File: src/rtl/ctrl_unit_pipe_if.sv
// ctrl_unit_pipe_if: IF-side handshake, flush and EX-side control bundle of the decode stage
interface ctrl_unit_pipe_if #(
  parameter int PC_W = 32
);
  logic            if_valid;
  logic [31:0]     if_instr;
  logic [PC_W-1:0] if_pc;
  logic            id_ready;
  logic            flush;
  logic            ex_ready;
  logic            ex_valid;
  logic [31:0]     ex_instr;
  logic [PC_W-1:0] ex_pc;
  logic [1:0]      ex_op_a_sel;
  logic            ex_op_b_sel;
  logic [3:0]      ex_alu_sel;
  logic [1:0]      ex_wb_sel;
  logic            ex_rd_wren;
  logic            ex_mem_wren;
  logic            ex_mem_rden;
  logic [2:0]      ex_lsu_op;
  logic            ex_is_branch;
  logic [2:0]      ex_br_type;
  logic            ex_br_unsigned;
  logic            ex_is_jump;
  logic            ex_illegal;
  modport master (
    output if_valid, if_instr, if_pc, flush, ex_ready,
    input  id_ready, ex_valid, ex_instr, ex_pc, ex_op_a_sel, ex_op_b_sel, ex_alu_sel, ex_wb_sel,
           ex_rd_wren, ex_mem_wren, ex_mem_rden, ex_lsu_op, ex_is_branch, ex_br_type,
           ex_br_unsigned, ex_is_jump, ex_illegal
  );
  modport slave (
    input  if_valid, if_instr, if_pc, flush, ex_ready,
    output id_ready, ex_valid, ex_instr, ex_pc, ex_op_a_sel, ex_op_b_sel, ex_alu_sel, ex_wb_sel,
           ex_rd_wren, ex_mem_wren, ex_mem_rden, ex_lsu_op, ex_is_branch, ex_br_type,
           ex_br_unsigned, ex_is_jump, ex_illegal
  );
endinterface

File: src/rtl/ctrl_unit_pipe.sv
// ctrl_unit_pipe: RV32I decode/control stage between IF and EX with load-use bubble and flush
module ctrl_unit_pipe #(
  parameter int          PC_W           = 32,
  parameter bit          LOAD_USE_STALL = 1'b1,
  parameter logic [31:0] NOP_INSTR      = 32'h0000_0013
) (
  input logic             clk,
  input logic             rst_n,
  ctrl_unit_pipe_if.slave bus
);
  localparam logic [6:0] OP_LUI = 7'h37, OP_AUIPC = 7'h17, OP_JAL = 7'h6f, OP_JALR = 7'h67,
                         OP_BR = 7'h63, OP_LD = 7'h03, OP_ST = 7'h23, OP_IMM = 7'h13, OP_REG = 7'h33;
  typedef struct packed {
    logic [1:0] op_a_sel;
    logic       op_b_sel;
    logic [3:0] alu_sel;
    logic [1:0] wb_sel;
    logic       rd_wren;
    logic       mem_wren;
    logic       mem_rden;
    logic [2:0] lsu_op;
    logic       is_branch;
    logic [2:0] br_type;
    logic       br_unsigned;
    logic       is_jump;
    logic       illegal;
  } ctrl_t;
  logic            id_valid, ex_valid;
  logic [31:0]     id_instr, ex_instr;
  logic [PC_W-1:0] id_pc, ex_pc;
  ctrl_t           ex_ctrl, dec;
  logic [6:0]      opc, f7;
  logic [2:0]      f3;
  logic [4:0]      rd_id, rs1, rs2, rd_ex;
  logic            bad, rs1_used, rs2_used, hazard, ex_adv, id_ready, bubble;
  assign opc   = id_instr[6:0];
  assign rd_id = id_instr[11:7];
  assign f3    = id_instr[14:12];
  assign rs1   = id_instr[19:15];
  assign rs2   = id_instr[24:20];
  assign f7    = id_instr[31:25];
  assign rd_ex = ex_instr[11:7];
  function automatic logic [3:0] alu_of(input logic [2:0] f, input logic alt);
    case (f)
      3'd0:    alu_of = alt ? 4'd1 : 4'd0;
      3'd1:    alu_of = 4'd7;
      3'd2:    alu_of = 4'd2;
      3'd3:    alu_of = 4'd3;
      3'd4:    alu_of = 4'd4;
      3'd5:    alu_of = alt ? 4'd9 : 4'd8;
      3'd6:    alu_of = 4'd5;
      default: alu_of = 4'd6;
    endcase
  endfunction
  always_comb begin
    dec = '0;
    bad = 1'b0;
    case (opc)
      OP_LUI:   begin dec.op_a_sel = 2'd2; dec.op_b_sel = 1'b1; dec.rd_wren = 1'b1; end
      OP_AUIPC: begin dec.op_a_sel = 2'd1; dec.op_b_sel = 1'b1; dec.rd_wren = 1'b1; end
      OP_JAL:   begin dec.op_a_sel = 2'd1; dec.op_b_sel = 1'b1; dec.wb_sel = 2'd2; dec.rd_wren = 1'b1; dec.is_jump = 1'b1; end
      OP_JALR:  begin dec.op_b_sel = 1'b1; dec.wb_sel = 2'd2; dec.rd_wren = 1'b1; dec.is_jump = 1'b1; bad = f3 != 3'd0; end
      OP_BR: begin
        dec.op_a_sel = 2'd1; dec.op_b_sel = 1'b1; dec.is_branch = 1'b1;
        dec.br_type = f3; dec.br_unsigned = f3[1];
        bad = f3[2:1] == 2'b01;
      end
      OP_LD: begin
        dec.op_b_sel = 1'b1; dec.wb_sel = 2'd1; dec.rd_wren = 1'b1; dec.mem_rden = 1'b1; dec.lsu_op = f3;
        bad = f3 == 3'd3 || f3[2:1] == 2'b11;
      end
      OP_ST:    begin dec.op_b_sel = 1'b1; dec.mem_wren = 1'b1; dec.lsu_op = f3; bad = f3 > 3'd2; end
      OP_IMM: begin
        dec.op_b_sel = 1'b1; dec.rd_wren = 1'b1;
        dec.alu_sel = alu_of(f3, f3 == 3'd5 && id_instr[30]);
        bad = f3 == 3'd1 ? f7 != 7'h00 : (f3 == 3'd5 && f7 != 7'h00 && f7 != 7'h20);
      end
      OP_REG: begin
        dec.rd_wren = 1'b1;
        dec.alu_sel = alu_of(f3, id_instr[30]);
        bad = !(f7 == 7'h00 || (f7 == 7'h20 && (f3 == 3'd0 || f3 == 3'd5)));
      end
      default: bad = 1'b1;
    endcase
    if (rd_id == 5'd0) dec.rd_wren = 1'b0;
    if (bad) begin
      dec = '0;
      dec.illegal = 1'b1;
    end
  end
  // rs1 is an operand for everything except the upper-immediate forms and jal
  assign rs1_used = !(opc == OP_LUI || opc == OP_AUIPC || opc == OP_JAL);
  assign rs2_used = opc == OP_REG || opc == OP_ST || opc == OP_BR;
  assign hazard   = LOAD_USE_STALL && id_valid && ex_valid && ex_ctrl.mem_rden && rd_ex != 5'd0 &&
                    ((rs1_used && rs1 == rd_ex) || (rs2_used && rs2 == rd_ex));
  assign ex_adv   = !ex_valid || bus.ex_ready;
  assign bubble   = hazard || !id_valid || bus.flush;
  assign id_ready = rst_n && !bus.flush && (!id_valid || (ex_adv && !hazard));
  always_ff @(posedge clk or negedge rst_n) begin
    if (!rst_n) begin
      id_valid <= 1'b0;
      id_instr <= NOP_INSTR;
      id_pc    <= '0;
      ex_valid <= 1'b0;
      ex_instr <= NOP_INSTR;
      ex_pc    <= '0;
      ex_ctrl  <= '0;
    end else begin
      if (bus.flush) id_valid <= 1'b0;
      else if (id_ready) begin
        id_valid <= bus.if_valid;
        if (bus.if_valid) begin
          id_instr <= bus.if_instr;
          id_pc    <= bus.if_pc;
        end
      end
      if (ex_adv) begin
        ex_valid <= !bubble;
        ex_instr <= bubble ? NOP_INSTR : id_instr;
        ex_pc    <= id_pc;
        ex_ctrl  <= bubble ? ctrl_t'('0) : dec;
      end
    end
  end
  assign bus.id_ready       = id_ready;
  assign bus.ex_valid       = ex_valid;
  assign bus.ex_instr       = ex_instr;
  assign bus.ex_pc          = ex_pc;
  assign bus.ex_op_a_sel    = ex_ctrl.op_a_sel;
  assign bus.ex_op_b_sel    = ex_ctrl.op_b_sel;
  assign bus.ex_alu_sel     = ex_ctrl.alu_sel;
  assign bus.ex_wb_sel      = ex_ctrl.wb_sel;
  assign bus.ex_rd_wren     = ex_ctrl.rd_wren;
  assign bus.ex_mem_wren    = ex_ctrl.mem_wren;
  assign bus.ex_mem_rden    = ex_ctrl.mem_rden;
  assign bus.ex_lsu_op      = ex_ctrl.lsu_op;
  assign bus.ex_is_branch   = ex_ctrl.is_branch;
  assign bus.ex_br_type     = ex_ctrl.br_type;
  assign bus.ex_br_unsigned = ex_ctrl.br_unsigned;
  assign bus.ex_is_jump     = ex_ctrl.is_jump;
  assign bus.ex_illegal     = ex_ctrl.illegal;
endmodule
File: src/flat_wrapper.sv
// flat-port wrapper written by rule: the top's interface ports become plain ports
module ctrl_unit_pipe_flat 
#(
  parameter int          PC_W           = 32,
  parameter bit          LOAD_USE_STALL = 1'b1,
  parameter logic [31:0] NOP_INSTR      = 32'h0000_0013
)
  (clk, rst_n, bus_if_valid, bus_if_instr, bus_if_pc, bus_flush, bus_ex_ready, bus_id_ready, bus_ex_valid, bus_ex_instr, bus_ex_pc, bus_ex_op_a_sel, bus_ex_op_b_sel, bus_ex_alu_sel, bus_ex_wb_sel, bus_ex_rd_wren, bus_ex_mem_wren, bus_ex_mem_rden, bus_ex_lsu_op, bus_ex_is_branch, bus_ex_br_type, bus_ex_br_unsigned, bus_ex_is_jump, bus_ex_illegal);
  ctrl_unit_pipe_if #(.PC_W(PC_W)) bus_i ();
  input logic clk;
  input logic rst_n;
  input wire logic [$bits(bus_i.if_valid)-1:0] bus_if_valid;
  input wire logic [$bits(bus_i.if_instr)-1:0] bus_if_instr;
  input wire logic [$bits(bus_i.if_pc)-1:0] bus_if_pc;
  input wire logic [$bits(bus_i.flush)-1:0] bus_flush;
  input wire logic [$bits(bus_i.ex_ready)-1:0] bus_ex_ready;
  output wire logic [$bits(bus_i.id_ready)-1:0] bus_id_ready;
  output wire logic [$bits(bus_i.ex_valid)-1:0] bus_ex_valid;
  output wire logic [$bits(bus_i.ex_instr)-1:0] bus_ex_instr;
  output wire logic [$bits(bus_i.ex_pc)-1:0] bus_ex_pc;
  output wire logic [$bits(bus_i.ex_op_a_sel)-1:0] bus_ex_op_a_sel;
  output wire logic [$bits(bus_i.ex_op_b_sel)-1:0] bus_ex_op_b_sel;
  output wire logic [$bits(bus_i.ex_alu_sel)-1:0] bus_ex_alu_sel;
  output wire logic [$bits(bus_i.ex_wb_sel)-1:0] bus_ex_wb_sel;
  output wire logic [$bits(bus_i.ex_rd_wren)-1:0] bus_ex_rd_wren;
  output wire logic [$bits(bus_i.ex_mem_wren)-1:0] bus_ex_mem_wren;
  output wire logic [$bits(bus_i.ex_mem_rden)-1:0] bus_ex_mem_rden;
  output wire logic [$bits(bus_i.ex_lsu_op)-1:0] bus_ex_lsu_op;
  output wire logic [$bits(bus_i.ex_is_branch)-1:0] bus_ex_is_branch;
  output wire logic [$bits(bus_i.ex_br_type)-1:0] bus_ex_br_type;
  output wire logic [$bits(bus_i.ex_br_unsigned)-1:0] bus_ex_br_unsigned;
  output wire logic [$bits(bus_i.ex_is_jump)-1:0] bus_ex_is_jump;
  output wire logic [$bits(bus_i.ex_illegal)-1:0] bus_ex_illegal;
  assign bus_i.if_valid = bus_if_valid;
  assign bus_i.if_instr = bus_if_instr;
  assign bus_i.if_pc = bus_if_pc;
  assign bus_i.flush = bus_flush;
  assign bus_i.ex_ready = bus_ex_ready;
  assign bus_id_ready = bus_i.id_ready;
  assign bus_ex_valid = bus_i.ex_valid;
  assign bus_ex_instr = bus_i.ex_instr;
  assign bus_ex_pc = bus_i.ex_pc;
  assign bus_ex_op_a_sel = bus_i.ex_op_a_sel;
  assign bus_ex_op_b_sel = bus_i.ex_op_b_sel;
  assign bus_ex_alu_sel = bus_i.ex_alu_sel;
  assign bus_ex_wb_sel = bus_i.ex_wb_sel;
  assign bus_ex_rd_wren = bus_i.ex_rd_wren;
  assign bus_ex_mem_wren = bus_i.ex_mem_wren;
  assign bus_ex_mem_rden = bus_i.ex_mem_rden;
  assign bus_ex_lsu_op = bus_i.ex_lsu_op;
  assign bus_ex_is_branch = bus_i.ex_is_branch;
  assign bus_ex_br_type = bus_i.ex_br_type;
  assign bus_ex_br_unsigned = bus_i.ex_br_unsigned;
  assign bus_ex_is_jump = bus_i.ex_is_jump;
  assign bus_ex_illegal = bus_i.ex_illegal;
  ctrl_unit_pipe #(.PC_W(PC_W), .LOAD_USE_STALL(LOAD_USE_STALL), .NOP_INSTR(NOP_INSTR)) u_core (.clk(clk), .rst_n(rst_n), .bus(bus_i));
endmodule
File: config.mk
export PLATFORM = sky130hd
export DESIGN_NAME = ctrl_unit_pipe_flat
export DESIGN_NICKNAME = d
export VERILOG_FILES = /design/src/rtl/ctrl_unit_pipe_if.sv /design/src/rtl/ctrl_unit_pipe.sv /design/src/flat_wrapper.sv
export SDC_FILE = /design/constraint.sdc
export NUM_CORES = 1
export LEC_CHECK = 0
export BUFFER_PORTS_ARGS = -buffer_cell sky130_fd_sc_hd__buf_2
export CORE_MARGIN = 3
export CORE_UTILIZATION = 50
export DETAILED_ROUTE_END_ITERATION = 8
export PLACE_DENSITY = 0.76
export SYNTH_ARGS = -nofsm -noshare
export SYNTH_HDL_FRONTEND = slang
export SYNTH_SLANG_ARGS = --single-unit
File: constraint.sdc
create_clock -name clk -period 3.2 [get_ports clk]
set_clock_uncertainty 0.15 [all_clocks]
set_input_delay 0.96 -clock clk [delete_from_list [all_inputs] [get_ports clk]]
set_output_delay 0.96 -clock clk [all_outputs]
set_load 0.03 [all_outputs]
==> qor.yml, run 1 <==
status: "finished with violations"
violations: "setup timing"
rr_worst_depth: 7
drive_gt1_share_pct: 39.03
cp-start-kind: "register"
hpwl_mm: 10.23
grt-ovfl-total: 0
synth_cell_type_count: 44
grt_max_degree: 152
crit_path_start: "u_core.bus.ex_instr[9]"
placed_area_sq_mm: 0.007292
grt_setup_unrepaired: "true"
slew_violations: 0
synth_top_family_by_area: "simple AND/OR/NAND/NOR gates"
whs_ps: 307.2
required_ps: 2090
seq_area_sq_mm: 0.003762
dr.pass1.iters: 5
synthMuxAreaShare_pct: 11.68
worst_pin_slew_ps: 838.5
ys.flop_type: "dfrtp_1"
fp-row-count: 40
async_reset_ff_share_pct: 100.0
antenna_found_initial: 1
port_buffers: 156
arrival_ps: 2130
synthCells: 596
final_cell_mix: "nand2_1, buf_2, dfrtp_1, mux2_2, o21ai_0"
grt_pass1_wl_mm: 25.43
fin_crit_sh_pct: 101.1
crit_fanout: 2
route.detailed.drc: 0
layout.nets: 820
dp_worst_setup_slack_ps: 150.5
cts_made_buffers: 17
vias: 4846
setup_viol: 1
ys_ff_latch: 150
synth_fp_nets: 665
syn_area_sq_mm: 0.006344
multi_input_area_sq_mm: 0.002432
die_y_um: 118.6
crit_end: "bus_id_ready"
fmax_mhz: 309.0
synth.avg_cell_area_sq_um: 10.64
routabilityCongestion: 0.9114
final_area_sq_mm: 0.007924
r2r_setup_slack_ps: 490
slew_headroom_pct: 44.10
layout_min_cycle_time_ps: 3236
r2r_end: "u_core.bus.ex_alu_sel[3]"
path_clk_slew_ps: 60
min-delay-path-class: "reg2reg"
finalHoldViolCount: 0
h-tree-depth: 4
setup_slack_ps: -35.87
die_w_um: 118.6
utilization_pct: 64.89
synth_seq_area_share_pct: 59.29
synth-xor-area-share_pct: 1.657
fill_cells: 988
diodes: 0
power_density_mw_per_mm2: 651.8
dp_cells: 893
ant_nets: 0
cts_buffer_depth: 2
final_common_cell: "nand2_1"
synth_compound_area_share_pct: 7.041
setup_tns_ps: -35.87
drtIter0Drc: 346
endpoint_kind: "output pin"
cts-root-buf: "clkbuf_16"
cts_hold_buf: 0
drv_cap: 0
synth_simple_gate_area_share_pct: 17.20
wirelength_mm: 15.44
power_leakage_nw: 3.922
dieArea_sq_mm: 0.01407
area_growth_pct: 24.91
avgViaCountPerCell: 5.216
total_power_mw: 5.165
grt_pass1_vias: 5010
cts_tree: "done"
final_cell_count_no_fill: 929
io_pins: 157
vdd_ir_drop_max_v: 0.0003627
yosysWarnings: 0
initial_core_util_pct: 51.95
cts_sinks: 150
worst-setup-path-type: "reg2out"
synth_edf_count: 0
synth_fa_ha_area_share_pct: 0.1578
core_region_area_sq_mm: 0.01221
grt_usage_pct: 22.91
reg2reg_from: "u_core.bus.ex_instr[9]"
wl_per_cell_um: 16.62
clk_latency_ps: 420
-- area by class of cell --
class / count / area share, %
clock buffer: 20 / 5.890
timing repair buffer: 176 / 12.17
multi-input combinational: 404 / 30.70
tap: 168 / 2.653
sequential: 150 / 47.48
inverter: 2 / 0.09474
clock inverter: 9 / 1.011
-- worst max-delay path, cell delays in order, from the launching register on --
cell,delay (ps)
dfrtp_2,420
or4_1,530
o21ai_2,200
a21oi_1,100
o211ai_1,130
nand2_1,90
nor2_1,90
buf_4,160
-- flip-flops by register name, indices dropped and copies added (netlist names), 2 cells and up --
| register | cells |
|---|---|
| u_core.bus.ex_alu_sel | 4 |
| u_core.bus.ex_br_type | 3 |
| u_core.bus.ex_instr | 32 |
| u_core.bus.ex_lsu_op | 3 |
| u_core.bus.ex_op_a_sel | 2 |
| u_core.bus.ex_pc | 32 |
| u_core.bus.ex_wb_sel | 2 |
| u_core.id_instr | 32 |
| u_core.id_pc | 32 |
-- Yosys cell counts, drive strengths merged (2+ instances only) --
library cell	n	area share [%]
nand2	188	11
dfrtp	144	57
mux2	64	11
o21ai	50	4.6
clkbuf	24	1.4
buf	16	1.4
nor2	16	0.95
nand3	13	1.0
xnor2	11	1.5
a21oi	9	0.71
dfstp	6	2.5
o31ai	6	0.71
o211ai	5	0.59
nand2b	4	0.51
nand4	4	0.39
nor2b	4	0.39
nand4b	3	0.41
nor3	3	0.24
nor4	3	0.39
or4	3	0.36
inv	2	0.12
mux2i	2	0.32
or4b	2	0.37
-- per-layer routing --
layer	vias up	part of all wire, %	GRT usage, %
met2	144	51	39.36
met5	-	0.084	0
met4	2	2.3	9.558
met1	2370	40	26.79
li1	2298	-	-
met3	32	6.4	6.746
-- repair_timing --
item	CTS	global route
setup endpoints to repair	1	1
buffers inserted	4	3
pin swaps	4	5
cloned	0	0
resized for setup	6	2
-- logic make-up (layout without fill, tap and decap cells) --
kind of cell | count (synthesis) | in the layout
simple gates | 251 | 251
flops | 150 | 150
compound gates | 74 | 74
mux | 66 | 66
buf+inv | 42 | 207
xor+xnor | 12 | 12
fa+ha+maj | 1 | 1
-- how the worst min path moves through the flow --
| stage | startpoint | end | slack, ps | cells after the start |
|---|---|---|---|---|
| detailed placement | u_core.bus.ex_pc[8] | u_core.bus.ex_pc[8] | 300 | 2 |
| floorplan | u_core.id_pc[0] | u_core.bus.ex_pc[0] | 290 | 2 |
| global route | u_core.bus.ex_pc[7] | u_core.bus.ex_pc[7] | 330 | 2 |
| CTS | u_core.bus.ex_pc[5] | u_core.bus.ex_pc[5] | 310 | 2 |
| finish | u_core.bus.ex_pc[8] | u_core.bus.ex_pc[8] | 310 | 2 |
| global placement | u_core.bus.ex_pc[3] | u_core.bus.ex_pc[3] | 300 | 2 |
-- report_power, final --
part | internal [mW] | switching, mW | total (mW)
Sequential | 2.16 | 0.195 | 2.36
Combinational | 0.383 | 0.583 | 0.966
Clock | 1.11 | 0.731 | 1.84
No activity file was read; power rests on OpenSTA's default activity.
==> run 2: changes to the inputs <==
- CORE_MARGIN: 3 -> not set
- REMOVE_ABC_BUFFERS: not set -> 1
==> run 2 against run 1 <==
Net effect:
- the flow still finishes with violations (setup timing)
- routed wire length fell by 5.7%
- combinational power fell by 0.6%
- register-to-register slack got worse by 130 ps
- via count fell by 0.76%
- sequential power barely moved
- sequential share of layout area rose by 0.14 points
- worst setup slack got worse by 22 ps
- critical path type unchanged
- global-route usage rose by 0.90 points
==> qor.yml, run 2 (synthesis results as in run 1) <==
dieArea_sq_mm: 0.01314  # -6.6%
initial_core_util_pct: 51.95  # unchanged
setup_viol: 1  # unchanged
layout.nets: 815  # -0.61%
fill_cells: 1003  # +1.5%
utilization_pct: 64.69  # -0.19 points
crit_fanout: 2  # unchanged
crit_end: "bus_id_ready"
fin_crit_sh_pct: 101.8  # +0.70 points
diodes: 0  # unchanged
die_w_um: 114.6  # -3.4%
io_pins: 157  # unchanged
vias: 4809  # -0.76%
route.detailed.drc: 0  # unchanged
min-delay-path-class: "in2async"
die_y_um: 114.6  # -3.4%
cp-start-kind: "register"
grt-ovfl-total: 0  # unchanged
slew_headroom_pct: 29.72  # -14 points
dp_cells: 892  # -0.11%
avgViaCountPerCell: 5.199  # -0.33%
cpPeakStageDelay_ps: 530  # about the same
final_cell_count_no_fill: 925  # -0.43%
power_density_mw_per_mm2: 653.5  # +0.26%
worst_pin_slew_ps: 1054  # +215.8 ps
arrival_ps: 2150  # +20 ps
layout_min_cycle_time_ps: 3258  # +22.24 ps
power_leakage_nw: 3.891  # -0.78%
clk_latency_ps: 420  # about the same
grt_max_degree: 86  # -43%
grt_pass1_vias: 4867  # -2.9%
wl_per_cell_um: 15.73  # -5.3%
cts_made_buffers: 17  # unchanged
drv_cap: 0  # unchanged
path_clk_slew_ps: 60  # about the same
fmax_mhz: 306.9  # -0.68%
grt_usage_pct: 23.81  # +0.90 points
vdd_ir_drop_max_v: 0.0003462  # -4.6%
drive_gt1_share_pct: 38.57  # -0.45 points
core_region_area_sq_mm: 0.01221  # unchanged
h-tree-depth: 4  # unchanged
status: "finished with violations"
port_buffers: 156  # unchanged
area_growth_pct: 24.54
cp_cell_sequence: "or3b_4 -> a21oi_4 -> nor3_2 -> o211ai_1 -> nand2_1 -> nor2_1 -> buf_4"
endpoint_kind: "output pin"
crit_path_start: "u_core.id_instr[4]"
grt_setup_unrepaired: "true"
ant_nets: 0  # unchanged
rr_worst_depth: 8  # +1
r2r_setup_slack_ps: 360  # -130 ps
antenna_found_initial: 0  # -1
final_area_sq_mm: 0.007900  # -0.30%
wirelength_mm: 14.55  # -5.7%
dr.pass1.iters: 4  # -1
fp-row-count: 40  # unchanged
hpwl_mm: 9.539  # -6.7%
reg2reg_from: "u_core.id_instr[1]"
final_cell_mix: "nand2_1, buf_2, dfrtp_1, mux2_2, o21ai_0"
routabilityCongestion: 0.8911  # -2.2%
cts-root-buf: "clkbuf_16"
required_ps: 2090  # about the same
placed_area_sq_mm: 0.007289  # about the same
grt_pass1_wl_mm: 23.80  # -6.4%
cts_buffer_depth: 2  # unchanged
worst-setup-path-type: "reg2out"
violations: "setup timing"
cts_tree: "done"
setup_slack_ps: -58.11  # -22.24 ps
final_common_cell: "nand2_1"
crit_slowest_cell: "dfstp_2"
slew_violations: 0  # unchanged
cts_sinks: 150  # unchanged
drtIter0Drc: 279  # -19%
finalHoldViolCount: 0  # unchanged
r2r_end: "u_core.id_pc[17]"
[run 2: cell type report]
class / count / area (sq um) / share of cell area (%)
flip-flops and latches: 150 / 3762 / 47.62
multi-input cells: 404 / 2442 / 30.92
repair buffers: 171 / 927.1 / 11.74
clock buffers: 22 / 474.2 / 6.003
well taps: 168 / 210.2 / 2.661
clock inverters: 8 / 76.32 / 0.9661
inverters: 2 / 7.507 / 0.09503
[run 2: through the flow]
step                      hold slack [ps]  setup WS [ps]  setup TNS [ps]  total power [mW]
final                               200.6         -58.11          -58.11             5.163
after global routing                188.2         -172.2          -172.2             5.395
after CTS                           180.5         -86.63          -86.63             5.210
after detailed placement            300.5          144.2               0             3.321
after global placement              296.0          178.4               0             3.280
after floorplan                     291.1          -2712         -236210             2.972
[run 2: how the worst min path moves through the flow]
stage / endpoint / startpoint
5_1_grt: u_core.bus.ex_instr[31] / rst_n
2_1_floorplan: u_core.bus.ex_pc[0] / u_core.id_pc[0]
3_3_place_gp: u_core.bus.ex_pc[8] / u_core.bus.ex_pc[8]
4_1_cts: u_core.bus.ex_instr[31] / rst_n
6_report: u_core.id_instr[27] / rst_n
3_5_place_dp: u_core.bus.ex_pc[26] / u_core.bus.ex_pc[26]
[run 2: per-layer routing]
metal	track usage, %	routed length [um]
met5	0	0
met3	6.988	951
met4	9.697	273
met2	39.03	7142
met1	29.65	6185
[run 2: power by group]
group	internal [mW]	switching, mW
combinational	0.379	0.581
sequential	2.16	0.187
clock	1.12	0.735
total	3.66	1.50
[run 2: worst max-delay path: cells and delay by family (launching register included)]
| family | cells | cell delay (ps) |
|---|---|---|
| flops | 1 | 530 |
| compound gates | 2 | 410 |
| buf+inv | 1 | 170 |
| simple gates | 4 | 640 |
[run 2: repair_timing]
item	4_1_cts	5_1_grt
setup buffers	2	1
hold endpoints to repair	0	0
gates resized for setup	8	1
pin swaps	6	2
hold buffers	0	0
setup endpoints to repair	1	1
==> run 3: changes to the inputs <==
- RECOVER_POWER: not set -> 100
- REMOVE_ABC_BUFFERS: 1 -> not set
- SLEW_MARGIN: not set -> 20
==> run 3 against run 2 <==
Net effect:
- the flow finishes with violations (capacitance limit, slew limit, setup timing)
- register-to-register slack got worse by 200 ps
- routed wire length increased by 3.6%
- critical path type unchanged
- count of clock-buffer cells in the layout increased by 1
- power increased by 4.4%
==> qor.yml, run 3 (synthesis results as in run 1) <==
cts-root-buf: "clkbuf_16"
placed_area_sq_mm: 0.007307  # +0.24%
grt_max_degree: 83  # -3.5%
cts_buffer_depth: 2  # unchanged
core_region_area_sq_mm: 0.01221  # unchanged
status: "finished with violations"
endpoint_kind: "output pin"
layout_min_cycle_time_ps: 3262  # +3.599 ps
diodes: 0  # unchanged
route.detailed.drc: 0  # unchanged
cpPeakStageDelay_ps: 520  # about the same
cp-start-kind: "register"
final_area_sq_mm: 0.007925  # +0.32%
slew_violations: 233  # +233
grt_pass1_vias: 4926  # +1.2%
drv_cap: 3  # +3
final_cell_mix: "nand2_1, dfrtp_1, clkbuf_1, buf_2, mux2_2"
final_common_cell: "nand2_1"
violations: "capacitance limit, slew limit, setup timing"
power_leakage_nw: 3.656  # -6.0%
initial_core_util_pct: 51.95  # unchanged
die_w_um: 114.6  # unchanged
avgViaCountPerCell: 5.225  # +0.50%
cts_hold_buf: 0  # unchanged
h-tree-depth: 4  # unchanged
setup_slack_ps: -61.71  # -3.599 ps
slew_headroom_pct: -34.74  # -64 points
crit_fanout: 2  # unchanged
fmax_mhz: 306.6  # -0.11%
wirelength_mm: 15.08  # +3.6%
worst_pin_slew_ps: 2021  # +966.9 ps
path_clk_slew_ps: 60  # about the same
drtIter0Drc: 379  # +36%
crit_slowest_cell: "dfstp_2"
clk_latency_ps: 410  # about the same
io_pins: 157  # unchanged
crit_family: "simple AND/OR/NAND/NOR gates"
wl_per_cell_um: 16.07  # +2.2%
drive_gt1_share_pct: 27.66  # -11 points
cts_tree: "done"
ant_nets: 0  # unchanged
vdd_ir_drop_max_v: 0.0003420  # -1.2%
fin_crit_sh_pct: 101.9  # +0.11 points
die_y_um: 114.6  # unchanged
port_buffers: 156  # unchanged
cts_sinks: 150  # unchanged
finalHoldViolCount: 0  # unchanged
layout.nets: 826  # +1.3%
arrival_ps: 2150  # about the same
worst-setup-path-type: "reg2out"
routabilityCongestion: 0.9430  # +5.8%
antenna_found_initial: 1  # +1
cp_cell_sequence: "or3b_4 -> a21oi_4 -> nor3_2 -> o211ai_1 -> nand2_1 -> nor2_1 -> buf_4"
whs_ps: 310.5  # +110.0 ps
grt_usage_pct: 24.38  # +0.56 points
grt_pass1_wl_mm: 24.44  # +2.7%
min-delay-path-class: "reg2reg"
setup_viol: 1  # unchanged
vias: 4901  # +1.9%
fp-row-count: 40  # unchanged
crit_buf_inv: 1  # unchanged
hpwl_mm: 10.23  # +7.3%
grt_setup_unrepaired: "true"
dr.pass1.iters: 5  # +1
dieArea_sq_mm: 0.01314  # unchanged
utilization_pct: 64.90  # +0.20 points
grt-ovfl-total: 0  # unchanged
area_growth_pct: 24.93
power_density_mw_per_mm2: 679.8  # +4.0%
cts_made_buffers: 17  # unchanged
required_ps: 2090  # about the same
==> run 3: cell types whose count changed in the layout (fill, tap and decap cells not counted), moves of 3 or more <==
cell / previous run / this run
buf_2: 154 / 66
buf_4: 14 / 22
clkinvlp_4: 3 / 0
bufinv_16: 1 / 4
clkbuf_1: 2 / 92
clkbuf_2: 0 / 3
==> run 3: worst paths after layout <==
check,slack [ps],endpoint,depth (start not counted),start
min,310,u_core.bus.ex_pc[29],2,u_core.bus.ex_pc[29]
min in group asynchronous,900,u_core.bus.ex_instr[22],2,rst_n
min reg2reg,310,u_core.bus.ex_pc[29],2,u_core.bus.ex_pc[29]
max,-60,bus_id_ready,7,u_core.id_instr[4]
max in group asynchronous,630,u_core.bus.ex_pc[8],2,rst_n
max reg2reg,160,u_core.bus.ex_mem_wren,7,u_core.bus.ex_instr[8]
==> run 3: tightest hold or removal path, stage by stage (launching register included) <==
cell	delay (ps)
dfrtp_1	340
nand2_1	50
nand2_1	40
==> run 3: timing repair <==
action,CTS,global route
endpoints found under the hold margin,0,0
gates resized for setup,6,1
pin swaps,6,6
buffers inserted,4,7
endpoints found under the setup margin,1,1
==> run 3: metal layers <==
metal	part of all wire, %	track usage [%]
met2	50	40.93
met5	0.086	0
met1	41	29.72
met4	3.2	11.77
met3	5.6	5.664
==> run 3: layout make-up <==
type                    count  area [sq um]
flip-flops and latches    150          3761
clock buffers              23         467.9
clock inverters             9         152.6
well taps                 168         210.2
repair buffers            182         892.1
inverters                   2         7.507
fillers                  1045          4287
multi-input cells         404          2434
==> run 3: per-stage QoR <==
stage	std cells	power, mW	setup WS [ps]	setup TNS, ps
3_5_place_dp	895	3.340	146.3	0
4_1_cts	931	5.433	-59.24	-59.24
6_report	938	5.388	-61.71	-61.71
5_1_grt	938	5.616	-120.6	-120.6
2_1_floorplan	596	2.985	35.62	0
3_3_place_gp	895	3.291	165.3	0
==> run 3: report_power, final <==
part | switching, mW | internal (mW) | total (mW)
sequential | 0.195 | 2.16 | 2.36
clock | 0.731 | 1.34 | 2.08
combinational | 0.592 | 0.363 | 0.954
total | 1.52 | 3.87 | 5.39
